`config.mk`:
```
export PLATFORM = sky130hd
export DESIGN_NAME = spi_master
export DESIGN_NICKNAME = d
export VERILOG_FILES = /design/src/rtl/spi_master.sv
export SDC_FILE = /design/constraint.sdc
export NUM_CORES = 1
export LEC_CHECK = 0
export ABC_AREA = 1
export CAP_MARGIN = 30
export CORE_AREA = 2 2 177 110
export DETAILED_ROUTE_END_ITERATION = 10
export DIE_AREA = 0 0 179 112
export GPL_TIMING_DRIVEN = 0
export PLACE_DENSITY = 0.9
export SYNTH_ARGS = -nofsm -noshare
export SYNTH_HDL_FRONTEND = slang
export SYNTH_SLANG_ARGS = --single-unit
```
`constraint.sdc`:
```
create_clock -name clk -period 2.4 [get_ports clk]
set_clock_uncertainty 0.15 [all_clocks]
set_input_delay 0.36 -clock clk [delete_from_list [all_inputs] [get_ports clk]]
set_output_delay 0.36 -clock clk [all_outputs]
set_load 0.05 [all_outputs]
```
`src/rtl/spi_master.sv`:
```
// SPI initiator for the 7-bit-address SPI register slave.
//
// Frame, MSB first: addr[6:0], write flag, DATA_REGISTER_LENGTH data bits.
// SCK idles low. Each bit is an H phase (sck=1) followed by an L phase (sck=0),
// and each phase lasts CLK_DIV clk cycles. The slave samples on the falling
// edge of SCK. MOSI changes in the middle of the L phase.
//
// Ports:
//   clk, rst_n      system clock, asynchronous active-low reset
//   start           request a transaction; accepted only while the block is idle
//   addr, is_write  register address and direction, latched on accept
//   wdata           write data, latched on accept (shifted out for reads too)
//   rdata           data captured from miso, updated together with done
//   busy            high from accept through the end of the CS idle gap
//   done            one-cycle pulse when cs rises at the end of a frame
//   sck, mosi, cs   SPI outputs (cs active low)
//   miso            SPI input, already synchronised to clk
module spi_master #(
  parameter int unsigned DATA_REGISTER_LENGTH = 64,
  parameter int unsigned CLK_DIV              = 4,
  parameter int unsigned CS_SETUP             = 2,
  parameter int unsigned CS_HOLD              = 2,
  parameter int unsigned CS_IDLE              = 4
) (
  input  logic                            clk,
  input  logic                            rst_n,
  input  logic                            start,
  input  logic [6:0]                      addr,
  input  logic                            is_write,
  input  logic [DATA_REGISTER_LENGTH-1:0] wdata,
  output logic [DATA_REGISTER_LENGTH-1:0] rdata,
  output logic                            busy,
  output logic                            done,
  output logic                            sck,
  output logic                            mosi,
  input  logic                            miso,
  output logic                            cs
);

  localparam int unsigned NBits  = 8 + DATA_REGISTER_LENGTH;
  localparam int unsigned BitW   = $clog2(NBits);
  localparam int unsigned MaxA   = (2 * CLK_DIV > CS_SETUP) ? 2 * CLK_DIV : CS_SETUP;
  localparam int unsigned MaxB   = (CS_HOLD > CS_IDLE) ? CS_HOLD : CS_IDLE;
  localparam int unsigned CntMax = (MaxA > MaxB) ? MaxA : MaxB;
  localparam int unsigned CntW   = $clog2(CntMax + 1);

  localparam logic [CntW-1:0] SetupLast = CntW'(CS_SETUP - 1);
  localparam logic [CntW-1:0] HighLast  = CntW'(CLK_DIV - 1);
  localparam logic [CntW-1:0] MosiAdv   = CntW'(CLK_DIV - 1 + CLK_DIV / 2);
  localparam logic [CntW-1:0] BitEnd    = CntW'(2 * CLK_DIV - 1);
  localparam logic [CntW-1:0] HoldLast  = CntW'(CS_HOLD - 1);
  localparam logic [CntW-1:0] IdleLast  = CntW'(CS_IDLE - 1);
  localparam logic [BitW-1:0] LastBit   = BitW'(NBits - 1);
  localparam logic [BitW-1:0] FirstData = BitW'(8);

  typedef enum logic [2:0] {StIdle, StSetup, StShift, StHold, StGap} state_e;

  state_e                          state_q, state_d;
  logic [CntW-1:0]                 cnt_q, cnt_d;
  logic [BitW-1:0]                 bit_q, bit_d;
  logic [NBits-1:0]                tx_q, tx_d;
  logic [DATA_REGISTER_LENGTH-1:0] rx_q, rx_d;
  logic [DATA_REGISTER_LENGTH-1:0] rdata_q, rdata_d;
  logic                            busy_q, busy_d;
  logic                            done_q, done_d;
  logic                            sck_q, sck_d;
  logic                            mosi_q, mosi_d;
  logic                            cs_q, cs_d;
  logic                            can_accept;

  // The last cycle of the gap doubles as an idle cycle. This lets start held
  // high produce exactly CS_IDLE cycles of cs=1 between frames.
  assign can_accept = (state_q == StIdle) || ((state_q == StGap) && (cnt_q == IdleLast));

  always_comb begin
    state_d = state_q;
    cnt_d   = cnt_q;
    bit_d   = bit_q;
    tx_d    = tx_q;
    rx_d    = rx_q;
    rdata_d = rdata_q;
    busy_d  = busy_q;
    done_d  = 1'b0;
    sck_d   = sck_q;
    mosi_d  = mosi_q;
    cs_d    = cs_q;

    unique case (state_q)
      StIdle: ;
      StSetup: begin
        if (cnt_q == SetupLast) begin
          state_d = StShift;
          cnt_d   = '0;
          bit_d   = '0;
          sck_d   = 1'b1;
        end else begin
          cnt_d = cnt_q + 1'b1;
        end
      end
      StShift: begin
        cnt_d = cnt_q + 1'b1;
        if (cnt_q == HighLast) begin
          // Falling edge of sck; the address and flag bits carry no read data.
          sck_d = 1'b0;
          if (bit_q >= FirstData) begin
            rx_d = {rx_q[DATA_REGISTER_LENGTH-2:0], miso};
          end
        end
        if (cnt_q == MosiAdv) begin
          mosi_d = tx_q[NBits-1];
          tx_d   = tx_q << 1;
        end
        if (cnt_q == BitEnd) begin
          cnt_d = '0;
          if (bit_q == LastBit) begin
            state_d = StHold;
          end else begin
            sck_d = 1'b1;
            bit_d = bit_q + 1'b1;
          end
        end
      end
      StHold: begin
        if (cnt_q == HoldLast) begin
          state_d = StGap;
          cnt_d   = '0;
          cs_d    = 1'b1;
          mosi_d  = 1'b0;
          rdata_d = rx_q;
          done_d  = 1'b1;
        end else begin
          cnt_d = cnt_q + 1'b1;
        end
      end
      StGap: begin
        if (cnt_q == IdleLast) begin
          state_d = StIdle;
          cnt_d   = '0;
          busy_d  = 1'b0;
        end else begin
          cnt_d = cnt_q + 1'b1;
        end
      end
      default: state_d = StIdle;
    endcase

    if (start && can_accept) begin
      state_d = StSetup;
      cnt_d   = '0;
      bit_d   = '0;
      busy_d  = 1'b1;
      cs_d    = 1'b0;
      mosi_d  = addr[6];
      // tx holds the bits still to be sent; bit 0 is already on mosi.
      tx_d    = {addr[5:0], is_write, wdata, 1'b0};
      rx_d    = '0;
    end
  end

  always_ff @(posedge clk or negedge rst_n) begin
    if (!rst_n) begin
      state_q <= StIdle;
      cnt_q   <= '0;
      bit_q   <= '0;
      tx_q    <= '0;
      rx_q    <= '0;
      rdata_q <= '0;
      busy_q  <= 1'b0;
      done_q  <= 1'b0;
      sck_q   <= 1'b0;
      mosi_q  <= 1'b0;
      cs_q    <= 1'b1;
    end else begin
      state_q <= state_d;
      cnt_q   <= cnt_d;
      bit_q   <= bit_d;
      tx_q    <= tx_d;
      rx_q    <= rx_d;
      rdata_q <= rdata_d;
      busy_q  <= busy_d;
      done_q  <= done_d;
      sck_q   <= sck_d;
      mosi_q  <= mosi_d;
      cs_q    <= cs_d;
    end
  end

  assign rdata = rdata_q;
  assign busy  = busy_q;
  assign done  = done_q;
  assign sck   = sck_q;
  assign mosi  = mosi_q;
  assign cs    = cs_q;

endmodule

```
Yosys cells after proc, flatten, opt, wreduce, memory -nomap -nowiden
Cells that the tools add are included.
Cells by class
  add/subtract/negate cells: 2
  multipliers: 0
  divide/modulo/power cells: 0
  order comparisons: 1
  equality and inequality tests: 18
  shift-type cells: 0
  muxes and demuxes: 40
  bitwise operators: 0
  reduce and logical (&&, ||, !) cells: 25
Operator list (count)
  64-bit 2-to-1 mux: 4
  72-bit 2-to-1 mux: 3
  7-bit 2-to-1 mux: 4
  3-bit 2-to-1 mux: 6
  3-bit inequality test, second input constant: 6
  4-bit 2-to-1 mux: 4
  2-bit nonzero test: 8
  3-bit one-hot mux with 5 select lines: 1
  1-bit 2-to-1 mux: 14
  7-bit one-hot mux with 2 select lines: 1
  4-bit one-hot mux with 3 select lines: 1
  2-bit AND reduction: 5
  4-bit by 3-bit equality test with 1-bit output, second input constant: 2
  7-bit by 1-bit adder with 7-bit output, second input constant: 1
  7-bit equality test, second input constant: 1
  7-bit by 4-bit greater-or-equal comparator with 1-bit output, second input constant: 1
  3-bit by 2-bit equality test with 1-bit output, second input constant: 2
  3-bit AND reduction: 2
  6-bit AND reduction: 1
  3-bit nonzero test: 2
  4-bit by 1-bit adder with 4-bit output, second input constant: 1
  4-bit by 1-bit equality test with 1-bit output, second input constant: 1
  4-bit by 2-bit equality test with 1-bit output, second input constant: 1
  1-bit one-hot mux with 2 select lines: 2
  other kinds (11): 12
Word-level totals
  register bits after elaboration: 219
  bits in latches: 0
  RAM bits: 0
  bits in read-only memories: 0
  input bits: 76
  memories kept: 0

Logic depth before layout (Yosys ltp)
Gate-level depths: netlist of run 1.
  word-level depth: 6
  depth in mapped cells: 10
  mapped depth without buffers: 10

Worst setup path before layout of run 1
OpenSTA, ideal clock, no wires.
  path type: register -> register
  start point: reg cnt_q[0]
  end point: reg mosi_q, in the netlist mosi
  setup time: 118 ps
  arrival time: 1451 ps
  path slack: 681 ps
  stages on the path, launching flop included: 11
  path buffers: 2
  period minus slack after synthesis: 1719 ps
  cells stage by stage: dfrtp_1 > ha_1 > nand2_2 > a21oi_2 > nand2_2 > buf_6 > buf_8 > nand3_1 > nand3_1 > nand2_1 > nand2_1
On the way
  cells in the longest elaborated chain, start to end: 6
  elaborated cells between the ends (all ways): 11
  classes of those cells: eq/ne: 5; mux: 1; reduce/logical: 5
RTL lines
  start, declared: line 59  | logic [CntW-1:0] cnt_q, cnt_d;
  start signal, assigned: line 175  | cnt_q <= cnt_d;
  4-bit by 2-bit equality test with 1-bit output: line 73  | assign can_accept = (state_q == StIdle) || ((state_q == StGap) && (cnt_q == IdleLast));
  1-bit logical AND: line 73
  1-bit logical OR: line 73
  1-bit logical AND: line 147  | if (start && can_accept) begin
  3-bit inequality test (no source line) / 3-bit nonzero test (equally long branches)
  3-bit AND reduction (no source line)
  end signal, assigned: line 183  | mosi_q <= mosi_d;
  end, declared: line 67  | logic mosi_q, mosi_d;
Parallel ways exist; a longest one is shown, timed or not.
A chain may end at the register's enable or synchronous reset.

Worst setup path in the final report of run 1
  start point: reg cs_q, in the netlist cs
  end point: out cs
RTL lines
  start, declared: line 68  | logic cs_q, cs_d;
  start signal, assigned: line 184  | cs_q <= cs_d;
  end, declared: line 37  | output logic cs
No word-level cell between the ends.

==> out/results.txt, run 1 <==
Post-Route WL = 23.8 mm
Filler cells = 1386
Min Clock Period, post-route = 2370 ps
MaxCap Viol Count = 0
Max Root-Sink Buffers = 3
Critical Path Sink Type = output pin
Setup Crit Path Kind = reg -> out
Compound-Gate Fraction of Synth Area = 0.135
Final setup viols = 0
Die area = 0.0200 mm²
Asr flop ratio synth = 1.00
Initial drt markers = 690
CP cell instances = clkdlybuf4s50_1
GR Util All Layers = 0.244
Main combinational cell family by area after synthesis = simple AND/OR/NAND/NOR gates
First-pass DRT Iterations = 5
Post-synthesis mux area share = 0
GR Overflow Total = 0
P per Cell Area = 613 mW/mm²
Crit start category = flop
Critical Path Fanout Max = 2
Routed Antenna Nets = 0
Clock root buffer = clkbuf_16
Initial Util = 0.538
Flop2flop setup slack = 340 ps
Post-Syn Instances = 1176
I/O pins = 145
Slew headroom = 0.593
Slowest-stage cell, CP = clkdlybuf4s50_1
Power consumption = 7.70 mW
RSZ-0062 raised after global routing = no
First-pass GRT wire length = 39.6 mm
Leak Pwr = 6.07 nW
Vias in the first global route = 8024
Critical Path AT = 1860 ps
DRC errors left = 0
Syn Area/Cell = 8.46 µm²
Fin nets = 1426
GP Congestion = 0.854
Setup TNS = 0 ps
CTS tree = done
Largest net degree at the start of global routing = 93
Syn nets = 1256
Core ar. = 0.0185 mm²
Synthesis-to-layout area growth = 26.3%
Area contributors post-synth = dfrtp_1 55%, nand2_1 15%, o21ai_0 6.1%, inv_1 5.8%, a211oi_1 4.8%
Ys Warns = 0
Maximum vdd drop = 0.412 mV
Site Rows = 39
CP delay by family, top = buffers and inverters
Required time of the critical path = 1890 ps
Min-Delay Path Class = in -> async
Post-Synth Simple-Gate Area = 0.199
Vias = 8249
Worst-margin pin slew = 609 ps
Tcrit/Tclk final = 0.987
Die W = 179 µm
Synth Flop Type = dfrtp_1
CTS Sinks = 218
Fin. max-slew vios = 0
Worst-skew pair later-pin latency = 500 ps
Vias per cell = 5.13
Die height = 112 µm
Outcome = finished, final reports clean
Seq cells post-synth = 218
DP HPWL = 16.4 mm
Layout cells sized above 1 = 0.0985
# diodes = 0
Initial antenna violation count = 1
Htree depth = 1
Post-Syn Area = 0.00995 mm²
Synth area leader = dfrtp_1
Clock edge transition at the registers on the reported setup and hold paths = 70 ps
Top cell type's share of synthesized area = 0.546
Post-synthesis sequential area ratio = 0.548
Slowest stage delay, CP = 820 ps
Post-Synth Adder-Cell Area = 0.00503
CTS Buf Count = 21
Number of I/O port buffers = 144
Hold Vio Cnt, Final = 0
Synth cell types = 30
Post-synth EDFFs = 0
Post-Synth XOR/XNOR Area = 0.00264
Max Clock Freq = 422 MHz
Wirelength per Cell = 14.8 µm
Worst path bufs/invs = 1
Post-cts resize count = 0
registers in the layout, indices dropped and copies added, names as in the netlist:
name	flops
sck	1
state_q	3
done	1
cnt_q	4
cs	1
tx_q	71
mosi	1
rx_q	64
busy	1
rdata	64
bit_q	7
cells by family (layout without fill, tap and decap cells):
kind of cell,Yosys count,count (layout)
buf+inv,225,410
xor+xnor,3,3
flops,218,218
compound gates,218,218
fa+ha+maj,4,4
simple gates,508,508
final timing paths:
path / from / end / cells after the start
hold reg to reg: busy / busy / 2
hold / removal: rst_n / rdata[53] / 2
setup reg to reg: cnt_q[0] / bit_q[5] / 8
max in group asynchronous: rst_n / cs / 4
setup / recovery: cs / cs / 1
min in group clk: wdata[0] / tx_q[1] / 3
cell usage after synthesis, types with 3 or more instances:
| cell | count |
|---|---|
| ha_1 | 4 |
| nand2_1 | 389 |
| dfrtp_1 | 217 |
| o21ai_0 | 122 |
| nand2_2 | 4 |
| nor2_2 | 3 |
| xor2_1 | 3 |
| o21ai_1 | 7 |
| buf_6 | 22 |
| clkbuf_1 | 10 |
| a211oi_1 | 64 |
| nor2_1 | 83 |
| inv_2 | 3 |
| inv_1 | 154 |
| buf_4 | 11 |
| nand3_1 | 22 |
| buf_2 | 23 |
| o21ai_2 | 21 |
cell type report:
type                    instances  area (µm²)  area share
plain buffers                  67         498      0.0396
clock buffers                  25         571      0.0454
clock inverters                13         231      0.0184
repair buffers                147        1510       0.120
well taps                     246         308      0.0245
inverters                     158         596      0.0474
multi-input cells             733        3400       0.271
flip-flops and latches        218        5460       0.434
per-stage QoR:
step	hold slack, ps	setup slack, ps	utilization	cell area (µm²)	instances
6_report	201	30.3	0.680	12600	1607
5_1_grt	232	5.66	0.680	12600	1607
4_1_cts	208	7.07	0.680	12600	1607
3_5_place_dp	141	386	0.636	11800	1568
3_3_place_gp	317	-8140	0.633	11700	1566
2_1_floorplan	-85.6	681	-	9950	1176
layout by cell type, fill, tap and decap left out, drive strengths merged, types with 4 or more instances in the layout:
cell type and n:
clkdlybuf4s50 143, dfrtp 217, buf 60, o21ai 151, nand2 393, nand3 23, clkbuf 35, inv 160
nor2 87, ha 4, a211oi 64, bufinv 6
power by group:
group	switching, mW	internal [mW]
logic	0.0917	0.117
clock network	1.46	2.36
registers	0.000545	3.67
total	1.55	6.15
per-layer routing:
metal,part of all wire,GRT usage,vias to the layer above
met5,0,0,-
met4,0.024,0.0596,0
li1,-,-,4014
met2,0.45,0.375,216
met3,0.051,0.0386,44
met1,0.47,0.363,3975
what timing repair did:
item / 4_1_cts / 5_1_grt
setup buffers: 0 / 0
hold buffers: 1 / 0
hold endpoints to repair: 50 / 0
No activity file was read; power rests on OpenSTA's default activity.
==> inputs of run 2 (changes only) <==
==> config.mk (replaced) <==
export PLATFORM = sky130hd
export DESIGN_NAME = spi_master
export DESIGN_NICKNAME = d
export VERILOG_FILES = /design/src/rtl/spi_master.sv
export SDC_FILE = /design/constraint.sdc
export NUM_CORES = 1
export LEC_CHECK = 0
export CAP_MARGIN = 30
export CORE_AREA = 2 2 184 114
export DETAILED_ROUTE_END_ITERATION = 10
export DIE_AREA = 0 0 186 116
export GPL_TIMING_DRIVEN = 0
export PLACE_DENSITY = 0.85
export SYNTH_ARGS = -nofsm -noshare
export SYNTH_HDL_FRONTEND = slang
export SYNTH_SLANG_ARGS = --single-unit
==> constraint.sdc (replaced) <==
create_clock -name clk -period 2 [get_ports clk]
set_clock_uncertainty 0.15 [all_clocks]
set_input_delay 0.3 -clock clk [delete_from_list [all_inputs] [get_ports clk]]
set_output_delay 0.3 -clock clk [all_outputs]
set_load 0.05 [all_outputs]
==> out/results.txt, run 2 <==
Outcome = finished, violations left
Failing checks = negative setup slack
CTS tree = done
Critical Path AT = 2530 ps
Setup Crit Path Kind = reg -> reg
Largest net degree at the start of global routing = 115
Maximum vdd drop = 0.711 mV
CP delay by family, top = simple AND/OR/NAND/NOR gates
Initial Util = 0.483
Post-Route WL = 28.8 mm
Fin nets = 1073
Max Root-Sink Buffers = 3
Clock root buffer = clkbuf_16
Worst-margin pin slew = 827 ps
Area contributors post-synth = dfrtp_1 57%, mux2_2 19%, mux2_1 5.5%, nand2_1 5.3%, a21oi_1 3.6%
CP Depth = 7
CP cell instances = inv_2 > ha_4 > or3b_4 > nor2_4 > buf_12 > clkbuf_16 > mux2_4
Hold slack = 193 ps
CTS Buf Count = 21
RSZ-0062 raised after global routing = yes
DP Worst Slack = -752 ps
Die height = 116 µm
Cell Count, Final, Fillers Out = 1281
Initial antenna violation count = 0
Asr flop ratio synth = 1.00
Min Clock Period, post-route = 2300 ps
MaxCap Viol Count = 0
GR Overflow Total = 0
Final setup viols = 214
Worst Slack Setup Final = -297 ps
Slowest stage delay, CP = 440 ps
Min-Delay Path Class = in -> reg
Reg with most FFs = tx_q
Clock edge transition at the registers on the reported setup and hold paths = 70 ps
DP HPWL = 13.7 mm
Area after DPL = 0.0114 mm²
Fin. max-slew vios = 0
Hold Vio Cnt, Final = 0
Crit Reg-Reg Startpoint = cnt_q[1]
Post-synth EDFFs = 0
Critical Path Sink Type = flop
Core ar. = 0.0198 mm²
Top cell type's share of synthesized area = 0.569
Max reg flops = 71
CTS Sinks = 218
Synth cell types = 45
Slew headroom = 0.449
Worst R2R End = rdata[2]
FF-to-FF path depth = 7
Number of I/O port buffers = 144
Worst path bufs/invs = 3
Post-Syn Area = 0.00955 mm²
Tcrit/Tclk final = 1.15
Syn Area/Cell = 12.4 µm²
Post-Syn Instances = 768
CP endpoint = rdata[2]
Final Util = 0.750
Vias in the first global route = 6929
DRC errors left = 0
Routed Antenna Nets = 0
Final Cell Area = 0.0148 mm²
Most common cell after layout, fill and taps aside = dfrtp_1
Setup TNS = -40960 ps
Ys Warns = 0
Leak Pwr = 7.57 nW
I/O pins = 145
Syn nets = 848
# diodes = 0
GR Util All Layers = 0.213
Synth Flop Type = dfrtp_1
First-pass DRT Iterations = 7
Synthesis-to-layout area growth = 55.2%
Die area = 0.0216 mm²
Seq cells post-synth = 218
Synth area leader = dfrtp_1
Commonest cells after routing, fill and taps aside = 215 x dfrtp_1, 191 x mux2_4, 83 x nand2_1, 74 x clkdlybuf4s50_1, 68 x dlygate4sd2_1
CP startpoint = cnt_q[1]
Flop2flop setup slack = -300 ps
Placed Cells = 1186
GP Congestion = 0.830
Site Rows = 40
Vias per cell = 5.67
Vias = 7266
Max Clock Freq = 435 MHz
Wirelength per Cell = 22.5 µm
Crit start category = flop
Critical Path Fanout Max = 7
Power consumption = 20.9 mW
Htree depth = 1
Post-synth top cells = 217 x dfrtp_1, 158 x mux2_2, 135 x nand2_1, 69 x a21oi_1, 47 x mux2_1
Worst-skew pair later-pin latency = 510 ps
P per Cell Area = 1410 mW/mm²
Slowest-stage cell, CP = dfrtp_2
First-pass GRT wire length = 36.6 mm
Initial drt markers = 572
Post-synthesis sequential area ratio = 0.572
Required time of the critical path = 2230 ps
Top-count cell post-synth = dfrtp_1
Die W = 186 µm
Layout cells sized above 1 = 0.483
==> run 2: repair_timing <==
action,in CTS,in global routing
pin swaps,7,80
setup endpoints to repair,279,213
hold endpoints to repair,104,0
gates resized for setup,236,335
buffers inserted,22,10
gates cloned,4,22
hold buffers,1,0
==> run 2: worst min path at each step <==
stage / startpoint / endpoint / slack [ps] / depth (start not counted)
after detailed placement: rst_n / rdata[16] / 240 / 1
final: miso / rx_q[0] / 190 / 3
after global placement: sck / sck / 320 / 1
after global routing: miso / rx_q[0] / 190 / 3
after CTS: miso / rx_q[0] / 170 / 3
after floorplan: rst_n / bit_q[0] / -150 / 0
==> run 2: area by class of cell <==
class | count | area, µm²
Buffer | 46 | 668
Clock buffer | 25 | 581
Clock inverter | 13 | 166
Fill cell | 1133 | 4950
Inverter | 8 | 30.0
Multi-Input combinational cell | 495 | 5240
Sequential cell | 218 | 5460
Tap cell | 273 | 342
Timing Repair Buffer | 203 | 2330
==> run 2: worst register-to-register path: cells and delay by family, from the launching register on <==
family,cells,cell delay [ps]
adder cells (fa/ha/maj),1,130
buffers and inverters,3,480
flip-flops,1,440
multiplexers,1,300
AND/OR/NAND/NOR,2,690
==> run 2: kinds of logic (layout without fill, tap and decap cells) <==
logic type	count (synthesis)	in the layout	synth area share
compound gates	109	109	0.0674
xor+xnor	1	1	0.000918
fa+ha+maj	4	4	0.00524
buf+inv	56	295	0.0316
flops	218	218	0.572
mux	207	207	0.244
simple gates	173	174	0.0794
==> run 2: power by group <==
part / leakage, nW / switching [mW] / internal [mW]
clock network: 0.361 / 1.85 / 2.50
registers: 2.91 / 1.16 / 5.79
logic: 4.30 / 4.63 / 4.93
total: 7.57 / 7.64 / 13.2
==> run 2: metal layers <==
layer  share of wire  up-vias  global-route usage  wire length (µm)
met2            0.48      285               0.326             13800
li1                -     3145                   -                 -
met1            0.44     3773               0.308             12700
met5               0        -                   0                 0
met4           0.024        0              0.0672               679
met3           0.057       63              0.0405              1630
==> inputs of run 3 (changes only) <==
--- a/config.mk
+++ b/config.mk
@@ -11,6 +11,7 @@
 export DIE_AREA = 0 0 186 116
 export GPL_TIMING_DRIVEN = 0
 export PLACE_DENSITY = 0.85
+export SKIP_LAST_GASP = 1
 export SYNTH_ARGS = -nofsm -noshare
 export SYNTH_HDL_FRONTEND = slang
 export SYNTH_SLANG_ARGS = --single-unit
==> out/results.txt, run 3 (synthesized netlist as in run 2, its figures left out) <==
Top Usage Layer GRT = met2
DP HPWL = 13.7 mm
Critical Path Fanout Max = 10
GR Overflow Total = 0
GR Util All Layers = 0.208
Outcome = finished, violations left
M1 GR Usage = 0.301
Met3 usage = 0.0383
RSZ-0062 raised after global routing = yes
Vias per cell = 5.45
First-pass DRT Iterations = 5
Slew headroom = 0.464
Failing checks = negative setup slack
Largest net degree at the start of global routing = 115
Initial Util = 0.483
Wirelength per Cell = 19.6 µm
Fin. max-slew vios = 0
Synthesis-to-layout area growth = 46.2%
MaxCap Viol Count = 0
Layout cells sized above 1 = 0.406
Slowest-stage cell, CP = dfrtp_1
Min Clock Period, post-route = 2300 ps
CTS tree = done
Die W = 186 µm
Hold Vio Cnt, Final = 0
Die area = 0.0216 mm²
Final Cell Area = 0.0140 mm²
Maximum vdd drop = 0.674 mV
Die height = 116 µm
CTS Sinks = 218
Final setup viols = 212
Reg with most FFs = tx_q
DP Worst Slack = -752 ps
Worst-margin pin slew = 804 ps
Critical Path AT = 2540 ps
Vias = 6905
Tcrit/Tclk final = 1.15
GP Congestion = 0.830
Fin nets = 1058
Commonest cells after routing, fill and taps aside = 216 x dfrtp_1, 104 x mux2_4, 103 x nand2_1, 74 x clkdlybuf4s50_1, 68 x dlygate4sd2_1
Setup TNS = -37650 ps
Number of I/O port buffers = 144
Htree depth = 1
Filler cells = 1295
Max Clock Freq = 434 MHz
Critical Path Sink Type = flop
Initial drt markers = 509
Area after DPL = 0.0114 mm²
Worst Slack Setup Final = -305 ps
CTS Buf Count = 21
Most common cell after layout, fill and taps aside = dfrtp_1
Post-Route WL = 24.8 mm
Clock root buffer = clkbuf_16
Setup Crit Path Kind = reg -> reg
Max reg flops = 71
Worst-skew pair later-pin latency = 500 ps
First-pass GRT wire length = 35.9 mm
Initial antenna violation count = 0
P per Cell Area = 1380 mW/mm²
Clock edge transition at the registers on the reported setup and hold paths = 70 ps
Core ar. = 0.0198 mm²
Routed Antenna Nets = 0
Slowest stage delay, CP = 530 ps
Vias in the first global route = 6827
DRC errors left = 0
Min-Delay Path Class = in -> reg
Power consumption = 19.3 mW
CP cell instances = clkbuf_2 > nand3b_1 > nor2_4 > clkbuf_16 > buf_12 > mux2_2
# diodes = 0
Leak Pwr = 6.93 nW
Grt met2 use = 0.325
Max Root-Sink Buffers = 3
Site Rows = 40
I/O pins = 145
Crit start category = flop
Required time of the critical path = 2240 ps
==> run 3: cell count changes in the layout (fill, tap and decap cells not counted), moves of 14 or more <==
cell	before	now
mux2_4	191	104
mux2_1	4	36
a21oi_1	10	24
nand2_1	83	103
mux2_2	10	65
a21oi_2	58	44
==> run 3: report_power, final <==
group	leakage (nW)	internal (mW)	switching, mW	total [mW]
registers	2.91	5.78	1.02	6.80
logic	3.66	4.03	4.18	8.21
clock network	0.361	2.50	1.80	4.29
total	6.93	12.3	6.99	19.3
==> run 3: cell type report <==
| cell class | count | area [µm²] | area share |
|---|---|---|---|
| Buffer | 46 | 607 | 0.0435 |
| Clock buffer | 25 | 581 | 0.0416 |
| Clock inverter | 13 | 166 | 0.0119 |
| Inverter | 8 | 30.0 | 0.00215 |
| Multi-Input combinational cell | 494 | 4710 | 0.338 |
| Sequential cell | 218 | 5460 | 0.391 |
| Tap cell | 273 | 342 | 0.0245 |
| Timing Repair Buffer | 189 | 2060 | 0.148 |
==> run 3: path summary, 6_finish.rpt <==
check | from | to | slack (ps) | depth (start not counted)
setup / recovery | state_q[0] | rdata[63] | -300 | 6
hold / removal | miso | rx_q[0] | 200 | 3
setup reg to reg | state_q[0] | rdata[63] | -300 | 6
hold reg to reg | rdata[25] | rdata[25] | 350 | 1
max in group asynchronous | rst_n | tx_q[30] | 390 | 3
min in group asynchronous | rst_n | rdata[16] | 260 | 2
==> run 3: worst max-delay path, delay by kind of cell, from the launching register on <==
kind | cells | cell delay (ps)
buf+inv | 3 | 630
simple gates | 2 | 530
mux | 1 | 340
flops | 1 | 530
==> run 3: metrics by stage <==
step	hold slack, ps	util	cells
CTS	172	0.653	1249
global route	196	0.706	1266
finish	199	0.706	1266
global placement	316	0.577	1185
detailed placement	243	0.579	1186
floorplan	-146	-	768
==> run 3: repair_timing <==
action | 4_1_cts | 5_1_grt
setup buffers | 22 | 4
cloned | 4 | 13
hold buffers | 1 | 0
endpoints found under the setup margin | 279 | 212
pin swaps | 7 | 45
hold endpoints to repair | 104 | 0
gates resized for setup | 207 | 201
==> run 3: layer usage <==
layer	vias up	part of all wire
met5	-	0
met3	54	0.059
met2	232	0.46
met4	0	0.023
li1	3114	-
met1	3505	0.45
